==> src/rtl/fir_coeff_loader.sv <==
// Coefficient loader: captures a host packet into a shadow buffer, checks its length,
// optionally mirrors a half-set, then streams every tap into the FIR write port and strobes a load.
module fir_coeff_loader #(
  parameter int COEFF_WIDTH = 18,
  parameter int NUM_TAPS    = 64,
  parameter bit SYMMETRIC   = 1'b1
) (
  input  logic                   clk,
  input  logic                   rst_n,
  input  logic [COEFF_WIDTH-1:0] s_coeff_data,
  input  logic                   s_coeff_valid,
  input  logic                   s_coeff_last,
  output logic                   s_coeff_ready,
  input  logic                   abort,
  input  logic                   filter_busy,
  output logic [COEFF_WIDTH-1:0] coeff_data,
  output logic [7:0]             coeff_addr,
  output logic                   coeff_wr,
  output logic                   coeff_ld,
  output logic                   done,
  output logic                   err_len,
  output logic [15:0]            checksum,
  output logic                   busy
);

  localparam int         N_IN    = SYMMETRIC ? NUM_TAPS / 2 : NUM_TAPS;
  localparam int         AW      = (N_IN > 1) ? $clog2(N_IN) : 1;
  localparam logic [8:0] N_IN_M1 = 9'(N_IN - 1);
  localparam logic [8:0] W_LAST  = 9'(NUM_TAPS - 1);
  localparam logic [8:0] W_HALF  = 9'(NUM_TAPS / 2);

  if (NUM_TAPS < 2 || NUM_TAPS > 256 || (SYMMETRIC && (NUM_TAPS % 2 != 0))) begin : g_bad_params
    $error("fir_coeff_loader: NUM_TAPS must be 2..256 and even when SYMMETRIC=1");
  end

  typedef enum logic [1:0] {
    CAPTURE = 2'd0,
    DRAIN   = 2'd1,
    WRITE   = 2'd2,
    LOAD    = 2'd3
  } state_t;

  state_t                 state_q, state_d;
  logic [8:0]             cnt_q, cnt_d;
  logic [8:0]             w_q, w_d;
  logic [15:0]            run_sum_q, run_sum_d;
  logic [15:0]            checksum_q, checksum_d;
  logic [COEFF_WIDTH-1:0] coeff_data_q, coeff_data_d;
  logic [7:0]             coeff_addr_q, coeff_addr_d;
  logic                   coeff_wr_q, coeff_wr_d;
  logic                   coeff_ld_q, coeff_ld_d;
  logic                   done_q, done_d;
  logic                   err_len_q, err_len_d;

  // Shadow buffer is storage only; it is never reset.
  logic [COEFF_WIDTH-1:0] shadow [0:(1<<AW)-1];
  logic                   shadow_we;
  logic [AW-1:0]          shadow_wa;
  logic [AW-1:0]          src_idx;

  // Low 16 bits of the zero-extended beat, which is all that survives a mod-2^16 sum.
  function automatic logic [15:0] zext16(input logic [COEFF_WIDTH-1:0] d);
    logic [COEFF_WIDTH+15:0] t;
    t = {16'd0, d};
    return t[15:0];
  endfunction

  always_comb begin
    state_d      = state_q;
    cnt_d        = cnt_q;
    w_d          = w_q;
    run_sum_d    = run_sum_q;
    checksum_d   = checksum_q;
    coeff_data_d = coeff_data_q;
    coeff_addr_d = coeff_addr_q;
    coeff_wr_d   = 1'b0;
    coeff_ld_d   = 1'b0;
    done_d       = 1'b0;
    err_len_d    = err_len_q;
    shadow_we    = 1'b0;
    shadow_wa    = AW'(cnt_q);

    // Upper half of a symmetric set reads the lower half back-to-front.
    if (SYMMETRIC && (w_q >= W_HALF)) begin
      src_idx = AW'(W_LAST - w_q);
    end else begin
      src_idx = AW'(w_q);
    end

    if (abort) begin
      state_d   = CAPTURE;
      cnt_d     = '0;
      w_d       = '0;
      run_sum_d = '0;
      err_len_d = 1'b0;
    end else begin
      case (state_q)
        CAPTURE: begin
          if (s_coeff_valid) begin
            shadow_we = 1'b1;
            if (cnt_q == N_IN_M1) begin
              cnt_d     = '0;
              run_sum_d = '0;
              if (s_coeff_last) begin
                checksum_d = run_sum_q + zext16(s_coeff_data);
                w_d        = '0;
                state_d    = WRITE;
              end else begin
                err_len_d = 1'b1;
                state_d   = DRAIN;
              end
            end else if (s_coeff_last) begin
              err_len_d = 1'b1;
              cnt_d     = '0;
              run_sum_d = '0;
            end else begin
              cnt_d     = cnt_q + 9'd1;
              run_sum_d = run_sum_q + zext16(s_coeff_data);
            end
          end
        end
        DRAIN: begin
          if (s_coeff_valid && s_coeff_last) begin
            state_d = CAPTURE;
          end
        end
        WRITE: begin
          // A busy filter freezes the write index so no address is skipped or repeated.
          if (!filter_busy) begin
            coeff_wr_d   = 1'b1;
            coeff_addr_d = w_q[7:0];
            coeff_data_d = shadow[src_idx];
            if (w_q == W_LAST) begin
              w_d     = '0;
              state_d = LOAD;
            end else begin
              w_d = w_q + 9'd1;
            end
          end
        end
        LOAD: begin
          coeff_ld_d = 1'b1;
          done_d     = 1'b1;
          err_len_d  = 1'b0;
          state_d    = CAPTURE;
        end
        default: begin
          state_d = CAPTURE;
        end
      endcase
    end
  end

  always_ff @(posedge clk or negedge rst_n) begin
    if (!rst_n) begin
      state_q      <= CAPTURE;
      cnt_q        <= '0;
      w_q          <= '0;
      run_sum_q    <= '0;
      checksum_q   <= '0;
      coeff_data_q <= '0;
      coeff_addr_q <= '0;
      coeff_wr_q   <= 1'b0;
      coeff_ld_q   <= 1'b0;
      done_q       <= 1'b0;
      err_len_q    <= 1'b0;
    end else begin
      state_q      <= state_d;
      cnt_q        <= cnt_d;
      w_q          <= w_d;
      run_sum_q    <= run_sum_d;
      checksum_q   <= checksum_d;
      coeff_data_q <= coeff_data_d;
      coeff_addr_q <= coeff_addr_d;
      coeff_wr_q   <= coeff_wr_d;
      coeff_ld_q   <= coeff_ld_d;
      done_q       <= done_d;
      err_len_q    <= err_len_d;
    end
  end

  always_ff @(posedge clk) begin
    if (shadow_we) begin
      shadow[shadow_wa] <= s_coeff_data;
    end
  end

  assign s_coeff_ready = (state_q == CAPTURE) || (state_q == DRAIN);
  assign busy          = (state_q == WRITE) || (state_q == LOAD);
  assign coeff_data    = coeff_data_q;
  assign coeff_addr    = coeff_addr_q;
  assign coeff_wr      = coeff_wr_q;
  assign coeff_ld      = coeff_ld_q;
  assign done          = done_q;
  assign err_len       = err_len_q;
  assign checksum      = checksum_q;

endmodule
==> config.mk <==
export PLATFORM = sky130hd
export DESIGN_NAME = fir_coeff_loader
export DESIGN_NICKNAME = d
export VERILOG_FILES = /design/src/rtl/fir_coeff_loader.sv
export SDC_FILE = /design/constraint.sdc
export NUM_CORES = 1
export LEC_CHECK = 0
export CORE_ASPECT_RATIO = 0.75
export CORE_MARGIN = 2
export CORE_UTILIZATION = 30
export DETAILED_ROUTE_END_ITERATION = 8
export GPL_TIMING_DRIVEN = 0
export HOLD_SLACK_MARGIN = 0.06
export SETUP_SLACK_MARGIN = 0.02
export SLEW_MARGIN = 20
export SYNTH_ARGS = -nofsm -noshare
export SYNTH_HDL_FRONTEND = slang
export SYNTH_SLANG_ARGS = --single-unit
export TNS_END_PERCENT = 50
==> constraint.sdc <==
create_clock -name clk -period 3.6 [get_ports clk]
set_clock_uncertainty 0.15 [all_clocks]
set_input_delay 0.9 -clock clk [delete_from_list [all_inputs] [get_ports clk]]
set_output_delay 0.9 -clock clk [all_outputs]
set_load 0.01 [all_outputs]
==> flow_summary.json, run 1 <==
{
  "status": "complete, but fails checks",
  "violations": "setup timing",
  "synth_cells": 1702,
  "vdd_drop_max_v": 0.0002729,
  "clk_latency_ns": 0.62,
  "worstPathRequired_ns": 3.75,
  "drt-met1-wl_um": 37290,
  "min_period_ns": 3.619,
  "clock-root-buffer": "clkbuf_16",
  "clock_sinks": 657,
  "wl_per_cell_um": 27.98,
  "ys_top_cells_by_count": "576 x edfxtp_1, 269 x mux4_2, 137 x a22oi_1",
  "dr.pass1.iters": 5,
  "power_leakage_nw": 11.58,
  "maxCapViolations": 0,
  "max_slew_margin_pct": 32.96,
  "ys_ff_latch": 657,
  "routed_wl_um": 91650,
  "die_w_um": 371.6,
  "met3_length_um": 11870,
  "synth.most_common_cell": "edfxtp_1",
  "hold_viol": 0,
  "yosys.area.top_type": "edfxtp_1",
  "worstMarginPinSlew_ns": 1.006,
  "drcViolationCount": 0,
  "fmax_mhz": 276.3,
  "clkTransAtPathRegs_ns": 0.06,
  "grt_pass1_wl_um": 130900,
  "worst_slack_ns": -0.01935,
  "fin_tns_setup_ns": -0.1127,
  "period_share_pct": 100.5,
  "grt_max_degree": 49,
  "viasPerCell": 5.637,
  "r2r_slack_ns": 0.05,
  "vias": 18460,
  "crit_path_end_kind": "flip-flop",
  "drive_gt1_share_pct": 29.73,
  "post-dp-hpwl_um": 63810,
  "layout.nets": 1925,
  "dr.first_iter.drc_count": 2434,
  "finalPower_mw": 15.91,
  "p_per_area_nw_per_um2": 441.8,
  "cts_tree": "built",
  "numCtsBuffers": 68,
  "critPathArrivalTime_ns": 3.77,
  "fp.dieArea_um2": 103900,
  "syn2layout_area_growth_pct": 18.46,
  "syn-cell-area_um2": 30400,
  "grt_antenna_before_repair": 15,
  "start_util_pct": 30.14,
  "ys_seq_area_share_pct": 63.57,
  "crit_type": "in -> reg",
  "ant_nets": 0,
  "cts_hold_buf": 0,
  "synth_cell_type_count": 73,
  "grt_pass1_vias": 18650,
  "pre_cts_ws_ns": -0.9335,
  "cts_max_path_buffers": 3,
  "row_count": 101,
  "syn-num-nets": 1748,
  "cp_max_fo": 11,
  "topRoutingLayerUsed": "met5",
  "fin_cells": 3275,
  "avgSynthCellArea_um2": 17.86,
  "grt-ovfl-total": 0,
  "synth_warnings": 0,
  "io_pins": 72,
  "core_um2": 100800,
  "portBuffers": 71,
  "startpoint_type": "input port",
  "dp.cells": 3135,
  "grt_setup_unrepaired": "true",
  "finish.instance_area_um2": 36010,
  "dr_wl_met2_um": 40550,
  "ys_top_cells_by_area": "edfxtp_1 57%, mux4_2 20%, dfrtp_1 6.7%",
  "ctsHtreeMaxLevel": 3,
  "synth_ff_type": "edfxtp_1",
  "min_path_type": "in -> async",
  "grtUsageTotal_pct": 17.47,
  "gp_congestion": 0.9216,
  "drv_slew": 0,
  "die_h_um": 279.7,
  "placed_area_um2": 33360,
  "synth_edf_count": 576,
  "synth_top_area_share_pct": 56.90,
  "setup_viol": 9,
  "async_reset_ff_share_pct": 12.33
}
-- path summary, 6_finish.rpt --
kind | from | end | cells past startpoint
max reg2reg | w_q[1] | coeff_data[3] | 8
max | s_coeff_valid | shadow[31][14] | 7
min in group clk | coeff_addr[3] | coeff_addr[3] | 2
min reg2reg | coeff_addr[3] | coeff_addr[3] | 2
max in group asynchronous | rst_n | coeff_addr[0] | 2
min | rst_n | checksum[0] | 1
-- through the flow --
step	utilization [%]	hold WS (ns)
floorplan	-	0.3038
global placement	32.51	0.3200
detailed placement	33.08	0.3195
CTS	35.35	0.1047
global route	35.69	0.1257
finish	35.71	0.1077
-- critical path: stages --
cell and delay, ns:
clkdlybuf4s50_1 0.58, or3b_1 0.37, clkbuf_1 0.18, nor2_2 0.25, nand2_1 0.54, nor2_2 0.67
buf_6 0.26
-- where the power goes --
group	total, mW	internal [mW]	switching (mW)
combinational	0.499	0.165	0.333
sequential	8.36	8.33	0.0384
clock	7.04	4.02	3.02
total	15.9	12.5	3.40
-- cells by family (layout without fill, tap and decap cells) --
family	after synthesis	after routing	synth area share (%)
XOR/XNOR	19	19	0.5474
multiplexers	295	295	21.13
adder cells (fa/ha/maj)	22	22	0.9302
other	0	5	0
flip-flops	657	657	63.57
AO/OA/AOI/OAI	277	277	6.676
AND/OR/NAND/NOR	304	304	5.038
buffers and inverters	128	357	2.112
-- final cells by class --
type	instances	area (µm²)
Antenna cell	5	12.51
Fill cell	9338	64840
Clock inverter	29	306.5
Inverter	8	30.03
Tap cell	1339	1675
Buffer	120	673.1
Sequential cell	657	19320
Multi-Input combinational cell	917	10770
Clock buffer	93	1868
Timing Repair Buffer	107	1346
-- state kept, by name (all words and copies together) (netlist names) --
| signal | cells |
|---|---|
| shadow | 576 |
| cnt_q | 9 |
| checksum | 16 |
| coeff_wr | 1 |
| coeff_data | 18 |
| coeff_addr | 8 |
| done | 1 |
| run_sum_q | 16 |
| err_len | 1 |
| state_q | 2 |
| w_q | 9 |
-- metal layers --
layer | global-route usage [%] | vias to the layer above
met5 | 0 | -
met4 | 4.001 | 10
met3 | 7.385 | 149
met2 | 25.44 | 939
met1 | 24.16 | 9753
li1 | - | 7609
-- cells in the final DEF (no fill, tap or decap), drive strengths merged, types with 5 or more instances in the layout --
cell type,synthesis,layout
a211oi,10,10
a21o,6,6
a21oi,23,23
a22o,10,10
a22oi,137,137
a31oi,6,6
and3,13,13
and4,34,34
buf,73,119
bufinv,0,5
clkbuf,47,144
clkdlybuf4s15,0,5
clkdlybuf4s50,0,52
clkinv,0,17
dfrtp,81,81
diode,0,5
edfxtp,576,576
ha,21,21
inv,8,11
mux2,8,8
mux2i,13,13
mux4,274,274
nand2,108,108
nand2b,5,5
nand3,10,10
nand4,12,12
nor2,78,78
nor3,17,17
o211ai,6,6
o21ai,29,29
o221ai,17,17
xnor2,10,10
xor2,9,9
-- what timing repair did --
item | CTS | global route
setup buffers | 0 | 13
gates resized for setup | 38 | 34
endpoints found under the setup margin | 52 | 491
pin swaps | 3 | 20
Power figures use the tool's default switching activity.
==> run 2: changes to the inputs <==
ABC_CLOCK_PERIOD_IN_PS = 3600   (was not set)
==> results of run 2 <==
Same layout as run 1: the final DEF is identical, and so are final timing and power.
